==> config.mk <==
export PLATFORM = sky130hd
export DESIGN_NAME = pdh_cmd_sched_flat
export DESIGN_NICKNAME = d
export VERILOG_FILES = /design/src/rtl/pdh_cmd_sched_if.sv /design/src/rtl/pdh_cmd_sched.sv /design/src/flat_wrapper.sv
export SDC_FILE = /design/constraint.sdc
export NUM_CORES = 1
export LEC_CHECK = 0
export ABC_AREA = 1
export BUFFER_PORTS_ARGS = -buffer_cell sky130_fd_sc_hd__clkbuf_2
export CORE_MARGIN = 10
export CORE_UTILIZATION = 50
export CTS_CLUSTER_SIZE = 10
export DETAILED_ROUTE_END_ITERATION = 10
export MAX_ROUTING_LAYER = met4
export PLACE_DENSITY_LB_ADDON = 0.25
export SETUP_SLACK_MARGIN = 0.05
export SLEW_MARGIN = 20
export SYNTH_ARGS = -nofsm -noshare
export SYNTH_HDL_FRONTEND = slang
export SYNTH_SLANG_ARGS = --single-unit
==> constraint.sdc <==
create_clock -name clk -period 3.6 [get_ports clk]
set_input_delay 0.72 -clock clk [delete_from_list [all_inputs] [get_ports clk]]
set_output_delay 0.72 -clock clk [all_outputs]
set_load 0.02 [all_outputs]
==> src/rtl/pdh_cmd_sched_if.sv <==
// Command/response handshake bundle between a requester and pdh_cmd_sched.
// Signal names keep the scheduler-side _i/_o suffixes so both ends read the same.
interface pdh_cmd_sched_if #(
    parameter int unsigned DATA_WIDTH     = 8,
    parameter int unsigned CALLBACK_WIDTH = 8
) ();
    logic                      cmd_valid_i;
    logic                      cmd_ready_o;
    logic [1:0]                cmd_op_i;
    logic [7:0]                cmd_id_i;
    logic [DATA_WIDTH-1:0]     cmd_data_i;
    logic                      rsp_valid_o;
    logic                      rsp_ready_i;
    logic [CALLBACK_WIDTH-1:0] rsp_data_o;
    logic                      rsp_err_o;

    modport master (
        output cmd_valid_i, cmd_op_i, cmd_id_i, cmd_data_i, rsp_ready_i,
        input  cmd_ready_o, rsp_valid_o, rsp_data_o, rsp_err_o
    );

    modport slave (
        input  cmd_valid_i, cmd_op_i, cmd_id_i, cmd_data_i, rsp_ready_i,
        output cmd_ready_o, rsp_valid_o, rsp_data_o, rsp_err_o
    );
endinterface

==> src/rtl/pdh_cmd_sched.sv <==
// Sequences SET/CLEAR/READ/NOP commands onto N_SLAVES command slaves: one-cycle
// strobe, fixed settle wait, callback sample and check, then a held response.
module pdh_cmd_sched #(
    parameter int unsigned N_SLAVES       = 4,
    parameter int unsigned DATA_WIDTH     = 8,
    parameter int unsigned CALLBACK_WIDTH = 8,
    parameter int unsigned SETTLE_CYCLES  = 5
) (
    input  logic                               clk,
    input  logic                               rst_ni,
    pdh_cmd_sched_if.slave                     bus,
    output logic [N_SLAVES-1:0]                en_o,
    output logic [N_SLAVES-1:0]                clr_o,
    output logic [DATA_WIDTH-1:0]              data_o,
    input  logic [N_SLAVES*CALLBACK_WIDTH-1:0] cb_i,
    output logic                               busy_o
);
    localparam int unsigned ID_W  = (N_SLAVES > 1) ? $clog2(N_SLAVES) : 1;
    localparam int unsigned CNT_W = 8;

    localparam logic [1:0] OP_NOP   = 2'b00;
    localparam logic [1:0] OP_SET   = 2'b01;
    localparam logic [1:0] OP_CLEAR = 2'b10;
    localparam logic [1:0] OP_READ  = 2'b11;

    typedef enum logic [1:0] {
        ST_IDLE,
        ST_STROBE,
        ST_WAIT,
        ST_RESP
    } state_e;

    state_e                    state_q, state_d;
    logic [1:0]                op_q, op_d;
    logic [ID_W-1:0]           id_q, id_d;
    logic [CNT_W-1:0]          cnt_q, cnt_d;
    logic [N_SLAVES-1:0]       en_q, en_d;
    logic [N_SLAVES-1:0]       clr_q, clr_d;
    logic [DATA_WIDTH-1:0]     data_q, data_d;
    logic                      rsp_valid_q, rsp_valid_d;
    logic [CALLBACK_WIDTH-1:0] rsp_data_q, rsp_data_d;
    logic                      rsp_err_q, rsp_err_d;
    logic                      busy_q, busy_d;
    logic                      ready_q, ready_d;

    logic [CALLBACK_WIDTH-1:0] cb_sel_c;
    logic                      id_ok_c;
    logic                      accept_c;

    // Callback slice of the addressed slave.
    always_comb begin
        cb_sel_c = '0;
        for (int i = 0; i < int'(N_SLAVES); i++) begin
            if (ID_W'(i) == id_q) begin
                cb_sel_c = cb_i[i*CALLBACK_WIDTH +: CALLBACK_WIDTH];
            end
        end
    end

    assign id_ok_c  = 32'(bus.cmd_id_i) < N_SLAVES;
    assign accept_c = bus.cmd_valid_i & ready_q;

    // Next-state and registered-output logic.
    always_comb begin
        state_d     = state_q;
        op_d        = op_q;
        id_d        = id_q;
        cnt_d       = cnt_q;
        en_d        = '0;
        clr_d       = '0;
        data_d      = data_q;
        rsp_valid_d = rsp_valid_q;
        rsp_data_d  = rsp_data_q;
        rsp_err_d   = rsp_err_q;

        unique case (state_q)
            ST_IDLE: begin
                if (accept_c) begin
                    op_d = bus.cmd_op_i;
                    id_d = ID_W'(bus.cmd_id_i);
                    if (!id_ok_c || bus.cmd_op_i == OP_NOP) begin
                        state_d     = ST_RESP;
                        rsp_valid_d = 1'b1;
                        rsp_data_d  = '0;
                        rsp_err_d   = !id_ok_c;
                    end else begin
                        state_d = ST_STROBE;
                        if (bus.cmd_op_i == OP_SET) begin
                            en_d   = N_SLAVES'(1) << ID_W'(bus.cmd_id_i);
                            data_d = bus.cmd_data_i;
                        end else if (bus.cmd_op_i == OP_CLEAR) begin
                            clr_d  = N_SLAVES'(1) << ID_W'(bus.cmd_id_i);
                            data_d = '0;
                        end
                    end
                end
            end
            ST_STROBE: begin
                // READ rides through STROBE with no strobe and samples right away.
                if (op_q == OP_READ) begin
                    state_d     = ST_RESP;
                    rsp_valid_d = 1'b1;
                    rsp_data_d  = cb_sel_c;
                    rsp_err_d   = 1'b0;
                end else begin
                    state_d = ST_WAIT;
                    cnt_d   = CNT_W'(SETTLE_CYCLES - 1);
                end
            end
            ST_WAIT: begin
                if (cnt_q == '0) begin
                    state_d     = ST_RESP;
                    rsp_valid_d = 1'b1;
                    rsp_data_d  = cb_sel_c;
                    if (op_q == OP_SET) begin
                        rsp_err_d = cb_sel_c != CALLBACK_WIDTH'(data_q);
                    end else begin
                        rsp_err_d = cb_sel_c != '0;
                    end
                end else begin
                    cnt_d = cnt_q - CNT_W'(1);
                end
            end
            ST_RESP: begin
                if (bus.rsp_ready_i) begin
                    state_d     = ST_IDLE;
                    rsp_valid_d = 1'b0;
                end
            end
            default: state_d = ST_IDLE;
        endcase

        ready_d = state_d == ST_IDLE;
        busy_d  = state_d != ST_IDLE;
    end

    // ready_q resets high so an accept is possible on the first edge after release.
    always_ff @(posedge clk or negedge rst_ni) begin
        if (!rst_ni) begin
            state_q     <= ST_IDLE;
            op_q        <= OP_NOP;
            id_q        <= '0;
            cnt_q       <= '0;
            en_q        <= '0;
            clr_q       <= '0;
            data_q      <= '0;
            rsp_valid_q <= 1'b0;
            rsp_data_q  <= '0;
            rsp_err_q   <= 1'b0;
            busy_q      <= 1'b0;
            ready_q     <= 1'b1;
        end else begin
            state_q     <= state_d;
            op_q        <= op_d;
            id_q        <= id_d;
            cnt_q       <= cnt_d;
            en_q        <= en_d;
            clr_q       <= clr_d;
            data_q      <= data_d;
            rsp_valid_q <= rsp_valid_d;
            rsp_data_q  <= rsp_data_d;
            rsp_err_q   <= rsp_err_d;
            busy_q      <= busy_d;
            ready_q     <= ready_d;
        end
    end

    assign bus.cmd_ready_o = ready_q & rst_ni;
    assign bus.rsp_valid_o = rsp_valid_q;
    assign bus.rsp_data_o  = rsp_data_q;
    assign bus.rsp_err_o   = rsp_err_q;
    assign en_o            = en_q;
    assign clr_o           = clr_q;
    assign data_o          = data_q;
    assign busy_o          = busy_q;
endmodule

==> src/flat_wrapper.sv <==
// flat-port wrapper written by rule: the top's interface ports become plain ports
module pdh_cmd_sched_flat 
#(
    parameter int unsigned N_SLAVES       = 4,
    parameter int unsigned DATA_WIDTH     = 8,
    parameter int unsigned CALLBACK_WIDTH = 8,
    parameter int unsigned SETTLE_CYCLES  = 5
)
  (clk, rst_ni, en_o, clr_o, data_o, cb_i, busy_o, bus_cmd_valid_i, bus_cmd_op_i, bus_cmd_id_i, bus_cmd_data_i, bus_rsp_ready_i, bus_cmd_ready_o, bus_rsp_valid_o, bus_rsp_data_o, bus_rsp_err_o);
  pdh_cmd_sched_if #(.DATA_WIDTH(DATA_WIDTH), .CALLBACK_WIDTH(CALLBACK_WIDTH)) bus_i ();
  input  logic clk;
  input  logic rst_ni;
  output logic [N_SLAVES-1:0] en_o;
  output logic [N_SLAVES-1:0] clr_o;
  output logic [DATA_WIDTH-1:0] data_o;
  input  logic [N_SLAVES*CALLBACK_WIDTH-1:0] cb_i;
  output logic busy_o;
  input wire logic [$bits(bus_i.cmd_valid_i)-1:0] bus_cmd_valid_i;
  input wire logic [$bits(bus_i.cmd_op_i)-1:0] bus_cmd_op_i;
  input wire logic [$bits(bus_i.cmd_id_i)-1:0] bus_cmd_id_i;
  input wire logic [$bits(bus_i.cmd_data_i)-1:0] bus_cmd_data_i;
  input wire logic [$bits(bus_i.rsp_ready_i)-1:0] bus_rsp_ready_i;
  output wire logic [$bits(bus_i.cmd_ready_o)-1:0] bus_cmd_ready_o;
  output wire logic [$bits(bus_i.rsp_valid_o)-1:0] bus_rsp_valid_o;
  output wire logic [$bits(bus_i.rsp_data_o)-1:0] bus_rsp_data_o;
  output wire logic [$bits(bus_i.rsp_err_o)-1:0] bus_rsp_err_o;
  assign bus_i.cmd_valid_i = bus_cmd_valid_i;
  assign bus_i.cmd_op_i = bus_cmd_op_i;
  assign bus_i.cmd_id_i = bus_cmd_id_i;
  assign bus_i.cmd_data_i = bus_cmd_data_i;
  assign bus_i.rsp_ready_i = bus_rsp_ready_i;
  assign bus_cmd_ready_o = bus_i.cmd_ready_o;
  assign bus_rsp_valid_o = bus_i.rsp_valid_o;
  assign bus_rsp_data_o = bus_i.rsp_data_o;
  assign bus_rsp_err_o = bus_i.rsp_err_o;
  pdh_cmd_sched #(.N_SLAVES(N_SLAVES), .DATA_WIDTH(DATA_WIDTH), .CALLBACK_WIDTH(CALLBACK_WIDTH), .SETTLE_CYCLES(SETTLE_CYCLES)) u_core (.clk(clk), .rst_ni(rst_ni), .bus(bus_i), .en_o(en_o), .clr_o(clr_o), .data_o(data_o), .cb_i(cb_i), .busy_o(busy_o));
endmodule
Word-level counts from Yosys, hierarchy flattened. Cells that the tools add are included.

Output and inout bits: 28. Register bits: 42. Word-level logic and storage cells: 94. Bits of input ports: 54.

Reductions and logical operators: 17. Magnitude comparators: 1. Equal/unequal tests: 18. Bitwise logic cells: 3. Mux-type cells: 41. Add/sub/neg operators: 1. Shift operators: 1.

Operators by type and width (number): 8-bit two-way mux (12); 4-bit two-way mux (9); 8-bit one-hot mux with 3 select lines (1); 8-bit one-hot mux with 2 select lines (1); 1-bit two-way mux (11); 5-bit AND reduction (2); 2-bit equality test, second input constant (4); 2-bit logical NOT (4); 8-bit logical NOT (1); 8-bit by 3-bit less-than comparator with 1-bit output, second input constant (1); 2-bit two-way mux (4); 2-bit by 1-bit inequality test with 1-bit output, second input constant (4); 8-bit inequality test (1); 2-bit one-hot mux with 4 select lines (1); 8-bit nonzero test (1); 8-bit by 1-bit subtractor with 8-bit output, second input constant (1); 2-bit by 1-bit equality test with 1-bit output, second input constant (3); 2-bit inequality test, second input constant (3); 2-bit nonzero test (3); 2-bit equality test, first input constant (2); 1-bit one-hot mux with 4 select lines (1); 4-bit AND reduction (1); 1-bit by 2-bit << shifter with 4-bit output, first input constant (1); 1-bit one-hot mux with 3 select lines (1); 8 further kinds (9).

Logic depth before layout (Yosys ltp).
Depth after elaboration: 9. Gate-level depth with buffers: 14. Gate-level depth less buffers: 13.

Least setup slack after synthesis. No wires, ideal clock.

Path type: input to register. Start: input bus_cmd_op_i[0]. End: register u_core.rsp_data_q[0], in the netlist u_core.bus.rsp_data_o[0]. Slack: 1715 ps. Setup time: 125 ps. Cell stages on the path: 8. Required time: 3475 ps. Arrival time: 1760 ps. Cells stage by stage: inv_1 -> ha_1 -> nor2_1 -> o21ai_0 -> nand4_2 -> buf_2 -> nand2_1 -> o31ai_1.

Longest elaborated chain between the ends: 4.

RTL lines: start, declared (line flat_wrapper.sv:19) `input wire logic [$bits(bus_i.cmd_op_i)-1:0] bus_cmd_op_i;`; 2-bit logical NOT (line pdh_cmd_sched.sv:81) `if (!id_ok_c || bus.cmd_op_i == OP_NOP) begin`; 1-bit logical OR (line pdh_cmd_sched.sv:81); 2-bit by 1-bit inequality test with 1-bit output (no source line); 5-bit AND reduction (no source line); end signal, assigned (line pdh_cmd_sched.sv:161) `rsp_data_q <= rsp_data_d;`; end, declared (line pdh_cmd_sched.sv:41) `logic [CALLBACK_WIDTH-1:0] rsp_data_q, rsp_data_d;`.

No other way between the ends. A chain may end at the register's enable or synchronous reset.

Worst setup path in the final report.
Start: register u_core.cnt_q[0]. End: register u_core.rsp_err_q, in the netlist u_core.bus.rsp_err_o.

Longest elaborated chain between the ends: 3.

RTL lines: start, declared (line pdh_cmd_sched.sv:36) `logic [CNT_W-1:0] cnt_q, cnt_d;`; start signal, assigned (line pdh_cmd_sched.sv:156) `cnt_q <= cnt_d;`; 8-bit logical NOT (line pdh_cmd_sched.sv:111) `if (cnt_q == '0) begin`; 2-bit by 1-bit inequality test with 1-bit output (no source line); 5-bit AND reduction (no source line); end signal, assigned (line pdh_cmd_sched.sv:162) `rsp_err_q <= rsp_err_d;`; end, declared (line pdh_cmd_sched.sv:42) `logic rsp_err_q, rsp_err_d;`.

No other way between the ends.

==> results.toml <==
[place]
globalplace.congestion = 0.873
port-buffer-count = 81
dpl.hpwl_mm = 5.01
post-place-ws_ns = 1.27

[worst_setup_path]
critPathMaxFanout = 19
crit-reg2reg-launch = "u_core.cnt_q[0]"
arrival_ns = 2.22
start_kind = "register"
crit_required_ns = 3.78
setup.worst_path.class = "reg2reg"
crit_start = "u_core.cnt_q[0]"
end_kind = "register"

[layout]
fin_util_pct = 62.5
regArea_mm2 = 0.00105
area.growth.synth_to_final_pct = 22.3
layout-drive-gt1-share_pct = 24.9
nets = 470
multi_input_area_mm2 = 0.00117
n_antenna_cell = 0
fill_cells = 434

[sta]
hold_viol = 0
tns_ns = 0
rsz0062_at_grt = "false"
skew_ns = 0.00773
drv_slew = 0
setup_viol = 0
min_period_ns = 2.04
setup_ws_ns = 1.56
worstMarginPinSlew_ns = 0.521
fmax_mhz = 490
slew_headroom_pct = 65.3
finalCritPeriodShare_pct = 56.7

[cts]
clock_path_buffers = 2
cts_tree = "yes"
cts-root-buf = "clkbuf_8"
clk_latency_ns = 0.30
htreeDepth = 2
clk_pin_slew_ns = 0.09
cts_hold_buffers = 0
post_cts_buffers = 0
clock-sinks = 42
ctsResizeCount = 0
cts_made_buffers = 5

[yosys]
synth-warning-count = 0
synth_seq_area_share_pct = 43.9
synth_edf_count = 0
ys_top_cells_by_area = "dfrtp_1 43%, nand2_1 16%, nor2_1 6.0%"
synth-async-reset-ratio_pct = 100
avgSynthCellArea_um2 = 7.37
synth_area_leader_cell = "dfrtp_1"
synth_cell_types = 31
synth_common_cells = "100 x nand2_1, 41 x dfrtp_1, 38 x nor2_1"
yosys_register_bits = 42
syn_inst = 325
synth_area_mm2 = 0.00240
yosysMostFrequentCell = "nand2_1"
synth_top_flop_cell = "dfrtp_1"
synth_nets = 387
synth_top_area_share_pct = 42.8

[detailed_routing]
first_pass_iters = 4
wl_per_cell_um = 13.2
drc = 0
first_iter_violations = 130
wl_mm = 6.12
vias = 2321
final_antenna_net_count = 0
vias_per_cell = 5.01

[outcome]
outcome = "completed"

[worst_hold_path]
holdCritPathClass = "reg2reg"
min_from = "u_core.bus.rsp_data_o[0]"

[global_route]
track_usage_pct = 16.9
first_global_vias = 2302
grt_overflow = 0
grt_antenna_before_repair = 0
grt_max_degree = 43
grt_pass1_wl_mm = 10.4

[floorplan]
core_area_mm2 = 0.00469
die_y_um = 89.2
die_x_um = 89.2
ioPinCount = 82
dieArea_mm2 = 0.00796
core.rowCount = 25
start_util_pct = 51.1

[run]
drv_cap = 0

[pwr]
powerDensity_mw_per_mm2 = 747
ir_drop_mv = 0.338
p_leak_nw = 1.57
where the power goes:
| part | internal, mW | leakage [nW] | switching (mW) | total [mW] |
|---|---|---|---|---|
| clock network | 0.136 | 0.0441 | 0.171 | 0.307 |
| logic | 0.394 | 0.974 | 0.773 | 1.17 |
| registers | 0.604 | 0.548 | 0.110 | 0.714 |
through the flow:
stage               area [um2]  total power [mW]  cells  hold slack (ns)
floorplan                 2400              1.62    325            0.424
global placement          2840              1.86    455            0.460
detailed placement        2840              1.90    455            0.473
CTS                       2930              2.21    463            0.495
global route              2930              2.43    463            0.516
finish                    2930              2.19    463            0.492
area by class of cell:
cell class	instances	share of cell area [%]
timing repair buffer	82	14.1
multi-input combinational	239	39.8
tap	54	2.30
inverter	38	4.87
clock buffer	5	2.35
clock inverter	3	0.726
sequential	42	35.9
final timing paths:
check / depth (start not counted) / slack, ns / endpoint
worst max register to register: 9 / 1.56 / u_core.bus.rsp_err_o
max in group asynchronous: 2 / 2.67 / u_core.ready_q
min in group asynchronous: 2 / 0.56 / u_core.bus.rsp_valid_o
worst min register to register: 2 / 0.49 / u_core.bus.rsp_data_o[0]
worst max-delay path: 9 / 1.56 / u_core.bus.rsp_err_o
worst min-delay path: 2 / 0.49 / u_core.bus.rsp_data_o[0]
kinds of logic (layout without fill, tap and decap cells):
logic type	count (synthesis)	in the layout	synth area share [%]
XOR/XNOR	4	4	1.46
AND/OR/NAND/NOR	181	181	32.4
buffers and inverters	44	128	7.42
adder cells (fa/ha/maj)	8	8	4.18
flip-flops	42	42	43.9
AO/OA/AOI/OAI	46	46	10.6
layer usage:
metal,GRT usage [%],routed length (um),part of all wire (%)
met5,-,0,0
met4,5.35,80,1.3
met2,27.1,2810,46
met1,20.3,2780,45
met3,4.38,454,7.4
cell usage in the layout (no fill, tap or decap), drive strengths merged, types with 6 or more instances in the layout:
master	n
a21oi	6
clkbuf	86
dfrtp	41
ha	8
inv	38
nand2	102
nand3	22
nand3b	6
nor2	40
o21ai	30
o31ai	6
sequential cells by signal, indices dropped and copies added, names as in the netlist:
register                cells
u_core.ready_q              1
u_core.op_q                 2
u_core.en_o                 4
u_core.data_o               8
u_core.state_q              2
u_core.cnt_q                8
u_core.busy_o               1
u_core.bus.rsp_data_o       8
u_core.bus.rsp_valid_o      1
u_core.bus.rsp_err_o        1
u_core.clr_o                4
u_core.id_q                 2
worst max-delay path, cell delays in order (launching register included):
cell and delay, ns:
dfrtp_1 0.39, inv_1 0.14, ha_1 0.21, nand3_1 0.13, nor2_1 0.14, nand3_1 0.11
nand2_1 0.10, nand4_2 0.37, a21oi_1 0.25, a21oi_1 0.09
No activity file was read; power rests on OpenSTA's default activity.
